<file path="src/rtl/video_sequencer.sv">
`default_nettype none
// ============================================================================
//  Module   : video_sequencer
//  Purpose  : Frame-level controller for the LCD pattern generator. Detects
//             frame starts on the rising edge of v_blank, holds the pattern
//             generator disabled for BLANK_FRAMES frames after reset, then
//             runs it and steps the pattern mode (automatically every
//             FRAMES_PER_MODE frames or on step_req). SWITCH_FRAMES black
//             frames are inserted at every mode change.
//  Ports    : clk          - pixel clock
//             reset_n      - asynchronous active-low reset
//             v_blank      - vertical blanking flag from the timing generator
//             step_req     - single-cycle request to advance the mode
//             auto_advance - 1 = advance every FRAMES_PER_MODE frames
//             pause        - 1 = freeze the RUN frame counter
//             en           - enable to the pattern generator
//             mode         - current pattern mode
//             run_frames   - frames elapsed in the current mode (saturating)
//             mode_change  - one-cycle pulse when mode updates
//             frame_tick   - one-cycle pulse per detected frame start
//  Revision : 1.0 - initial release
// ============================================================================
module video_sequencer #(
    parameter int BLANK_FRAMES    = 10,
    parameter int SWITCH_FRAMES   = 2,
    parameter int FRAMES_PER_MODE = 120,
    parameter int NUM_MODES       = 4,
    parameter int MODE_W          = 2
) (
    input  logic              clk,
    input  logic              reset_n,
    input  logic              v_blank,
    input  logic              step_req,
    input  logic              auto_advance,
    input  logic              pause,
    output logic              en,
    output logic [MODE_W-1:0] mode,
    output logic [7:0]        run_frames,
    output logic              mode_change,
    output logic              frame_tick
);

    localparam logic [7:0]        C_BLANK_FRAMES = 8'(BLANK_FRAMES);
    localparam logic [7:0]        C_SWITCH_FRAMES = 8'(SWITCH_FRAMES);
    localparam logic [7:0]        C_LAST_RUN_FRAME = 8'(FRAMES_PER_MODE - 1);
    localparam logic [MODE_W-1:0] C_LAST_MODE = MODE_W'(NUM_MODES - 1);

    typedef enum logic [1:0] {
        S_BLANK  = 2'd0,
        S_RUN    = 2'd1,
        S_SWITCH = 2'd2
    } state_t;

    state_t            r_state;
    logic [7:0]        r_count;
    logic              r_last_v_blank;

    state_t            w_state_nx;
    logic [7:0]        w_count_nx;
    logic              w_en_nx;
    logic [MODE_W-1:0] w_mode_nx;
    logic [7:0]        w_run_nx;
    logic              w_mode_change_nx;
    logic              w_fs;
    logic [7:0]        w_count_inc;
    logic              w_auto_fire;

    assign w_fs        = v_blank & ~r_last_v_blank;
    // r_count stays below its target (max 255), so the 8-bit increment never wraps.
    assign w_count_inc = r_count + 8'd1;
    assign w_auto_fire = w_fs & ~pause & auto_advance & (run_frames == C_LAST_RUN_FRAME);

    always_comb begin
        w_state_nx       = r_state;
        w_count_nx       = r_count;
        w_en_nx          = en;
        w_mode_nx        = mode;
        w_run_nx         = run_frames;
        w_mode_change_nx = 1'b0;

        case (r_state)
            S_BLANK: begin
                w_en_nx = 1'b0;
                if (w_fs) begin
                    if (w_count_inc == C_BLANK_FRAMES) begin
                        w_state_nx = S_RUN;
                        w_en_nx    = 1'b1;
                        w_run_nx   = 8'd0;
                        w_count_nx = 8'd0;
                    end else begin
                        w_count_nx = w_count_inc;
                    end
                end
            end

            S_RUN: begin
                w_en_nx = 1'b1;
                // A request and an auto-advance in the same cycle share this
                // single branch, so the mode moves by exactly one.
                if (step_req || w_auto_fire) begin
                    w_state_nx       = S_SWITCH;
                    w_mode_nx        = (mode == C_LAST_MODE) ? '0 : mode + MODE_W'(1);
                    w_mode_change_nx = 1'b1;
                    w_en_nx          = 1'b0;
                    w_count_nx       = 8'd0;
                    w_run_nx         = 8'd0;
                end else if (w_fs && !pause && (run_frames != 8'hFF)) begin
                    w_run_nx = run_frames + 8'd1;
                end
            end

            S_SWITCH: begin
                w_en_nx = 1'b0;
                if (w_fs) begin
                    if (w_count_inc == C_SWITCH_FRAMES) begin
                        w_state_nx = S_RUN;
                        w_en_nx    = 1'b1;
                        w_count_nx = 8'd0;
                    end else begin
                        w_count_nx = w_count_inc;
                    end
                end
            end

            default: begin
                w_state_nx = S_BLANK;
                w_en_nx    = 1'b0;
                w_count_nx = 8'd0;
            end
        endcase
    end

    always_ff @(posedge clk or negedge reset_n) begin
        if (!reset_n) begin
            r_state        <= S_BLANK;
            r_count        <= 8'd0;
            // Starting high means a v_blank already asserted at release is
            // not mistaken for a frame start.
            r_last_v_blank <= 1'b1;
            en             <= 1'b0;
            mode           <= '0;
            run_frames     <= 8'd0;
            mode_change    <= 1'b0;
            frame_tick     <= 1'b0;
        end else begin
            r_state        <= w_state_nx;
            r_count        <= w_count_nx;
            r_last_v_blank <= v_blank;
            en             <= w_en_nx;
            mode           <= w_mode_nx;
            run_frames     <= w_run_nx;
            mode_change    <= w_mode_change_nx;
            frame_tick     <= w_fs;
        end
    end

endmodule
`default_nettype wire

</file>
<file path="config.mk">
export PLATFORM = sky130hd
export DESIGN_NAME = video_sequencer
export DESIGN_NICKNAME = d
export VERILOG_FILES = /design/src/rtl/video_sequencer.sv
export SDC_FILE = /design/constraint.sdc
export NUM_CORES = 1
export LEC_CHECK = 0
export CAP_MARGIN = 20
export CORE_ASPECT_RATIO = 0.7
export CORE_UTILIZATION = 45
export CTS_CLUSTER_DIAMETER = 100
export DETAILED_ROUTE_END_ITERATION = 8
export GPL_ROUTABILITY_DRIVEN = 0
export PLACE_DENSITY = 0.68
export SYNTH_ARGS = -nofsm -noshare
export SYNTH_HDL_FRONTEND = slang
export SYNTH_SLANG_ARGS = --single-unit
</file>
<file path="constraint.sdc">
create_clock -name clk -period 4.34 [get_ports clk]
set_clock_uncertainty 0.2 [all_clocks]
set_input_delay 0.434 -clock clk [delete_from_list [all_inputs] [get_ports clk]]
set_output_delay 0.434 -clock clk [all_outputs]
set_load 0.02 [all_outputs]
</file>
==> impl_metrics.yaml <==
drt:
  viasPerCell: 6.07
  drt-pass1-iter-count: 4
  vias: 1213
  ant_nets: 0
  drt_iter0_markers: 88
  wl_um: 3090
  wire_per_inst_um: 15.5
  remaining_drc_errors: 0
place:
  port_buffers: 18
  dp_slack_ps: 1640
  dpl.hpwl_um: 2290
  dp_cells: 195
critical_path:
  crit_type: "input pin to flop"
  cp-end-kind: "flop"
  path_max_fanout: 6
  required_ps: 4330
  startpoint_type: "input pin"
  cp.arrival_ps: 2450
sta:
  timing.final.crit_share_pct: 56.7
  worst_slack_ps: 1880
  worstMarginPinSlew_ps: 614
  finalMaxSlewViolations: 0
  setup_violations: 0
  layout_min_cycle_time_ps: 2460
  fmax_mhz: 407
  rsz0062_at_grt: "no"
  slew-limit-headroom_pct: 58.7
  hold_viol: 0
  finalSetupTns_ps: 0
floorplanning:
  die_h_um: 48.4
  ios: 19
  num_rows: 16
  die-width_um: 68.3
  start_util_pct: 48.3
  die_area_sq_um: 3300
  core_area_sq_um: 2860
grt:
  grt_pass1_vias: 1122
  antenna_found_initial: 0
  grt_pass1_wl_um: 5310
  grt_usage_pct: 21.2
  overflow: 0
  grt_max_degree: 25
final_layout:
  area_growth_pct: 21.0
  multi_input_area_sq_um: 738
  register_area_sq_um: 602
  mostFrequentLayoutCell: "dfrtp_1"
  insertedDiodeCount: 0
  fillers: 248
  drive_above_1_share_pct: 11.0
  fin_nets: 175
  mostFrequentLayoutCells: "dfrtp_1 (23), clkdlybuf4s50_1 (18), nand2_1 (16)"
  instances_no_fill: 200
clocking:
  ctsHtreeMaxLevel: 1
  cts_hold_buffers: 0
  cts_sinks: 24
  numCtsBuffers: 3
  clock_latency_ps: 270
  cts_resized: 0
  path_clk_slew_ps: 90
  cts_buffer_depth: 2
  root_buffer: "clkbuf_8"
  cts_tree: "yes"
  post_cts_buffers: 0
run:
  cap_violations: 0
synth:
  syn_avg_cell_area_sq_um: 9.61
  yosys.area.top_type: "dfrtp_1"
  syn-instance-count: 144
  synth_seq_area_share_pct: 43.5
  yosys_warnings: 0
  netlist_area_sq_um: 1380
  yosysTopAreaCellShare_pct: 41.6
  synth_area_leaders: "dfrtp_1 (42%), nand2_1 (4.3%), ha_1 (3.6%)"
  ys_types: 43
  synth-seq-cells: 24
  synth_nets: 154
worst_hold_path:
  holdCritPathClass: "input pin to asynchronous set/reset pin"
outcome:
  status: "complete, no violations"
pwr:
  p_leak_uw: 0.000670
  power_density_nw_per_um2: 447
  vdd_drop_max_v: 0.000345
## sequential cells by signal (all words and copies together), names as in the netlist
register        cells
mode_change         1
mode                2
r_last_v_blank      1
r_state             2
run_frames          8
r_count             8
frame_tick          1
en                  1
## final timing paths
path	start	to	slack, ps	depth (start not counted)
min in group clk	mode[1]$_DFFE_PN0P_	mode[1]$_DFFE_PN0P_	330	1
max in group asynchronous	reset_n	run_frames[4]$_DFFE_PN0P_	3140	2
worst max-delay path	step_req	run_frames[7]$_DFFE_PN0P_	1880	6
worst max register to register	run_frames[3]$_DFFE_PN0P_	r_count[2]$_DFFE_PN0P_	2040	5
worst min-delay path	reset_n	frame_tick$_DFF_PN0_	310	1
worst min register to register	mode[1]$_DFFE_PN0P_	mode[1]$_DFFE_PN0P_	330	1
## per-stage QoR
step           hold WS [ps]  power (uW)  instance area, sq um  utilization (%)
2_1_floorplan         -61.6         466                  1380                -
3_3_place_gp            294         546                  1590             55.5
3_5_place_dp            322         558                  1590             55.5
4_1_cts                 344         754                  1660             58.0
5_1_grt                 340         801                  1670             58.5
6_report                306         749                  1670             58.5
## synthesized netlist by cell type (all sizes together)
cell type and instances:
a211oi 1, a21oi 9, a22oi 2, a31o 2, a31oi 4, a32o 1, a41o 1, a41oi 1
and3 3, and4 2, buf 3, dfrtp 23, dfstp 1, ha 4, inv 6, mux2 2
mux2i 1, nand2 16, nand2b 1, nand3 10, nand4 3, nor2 8, nor2b 1, nor3 4
nor3b 1, nor4 5, o211a 1, o211ai 2, o21a 2, o21ai 16, o41ai 1, or3 1
or4b 1, xnor2 4, xor2 1
## worst max-delay path, stage by stage
cell and delay (ps):
clkdlybuf4s50_1 550, nor3b_2 340, o41ai_4 190, nor4_2 600, a21oi_1 150, a31oi_1 190
## power breakdown
part | total, uW | switching [uW] | internal [uW]
sequential | 320 | 56.7 | 264
combinational | 235 | 131 | 104
clock | 194 | 70.5 | 123
total | 749 | 258 | 491
## logic make-up after synthesis
kind of cell	Yosys count	share of synthesized area [%]
AOI/OAI and AO/OA	43	21.0
muxes	3	2.35
DFF	24	43.5
and+or+nand+nor	56	23.2
buffers and inverters	9	3.16
adders and majority gates	4	3.62
xor gates and xnor gates	5	3.16
## layout make-up
type,instances,share of cell area [%]
inverters,6,1.35
clock inverters,1,1.79
flip-flops and latches,24,35.9
multi-input cells,111,44.1
well taps,36,2.69
repair buffers,19,11.7
clock buffers,3,2.47
## layer usage
| metal | GRT usage, % | up-vias | wire length, um |
|---|---|---|---|
| met2 | 29.9 | 42 | 1300 |
| met5 | 0 | - | 0 |
| met4 | 2.08 | 0 | 8 |
| li1 | - | 575 | - |
| met1 | 33.2 | 594 | 1600 |
| met3 | 5.66 | 2 | 186 |
Note: power is estimated with default switching activity, not from simulation.
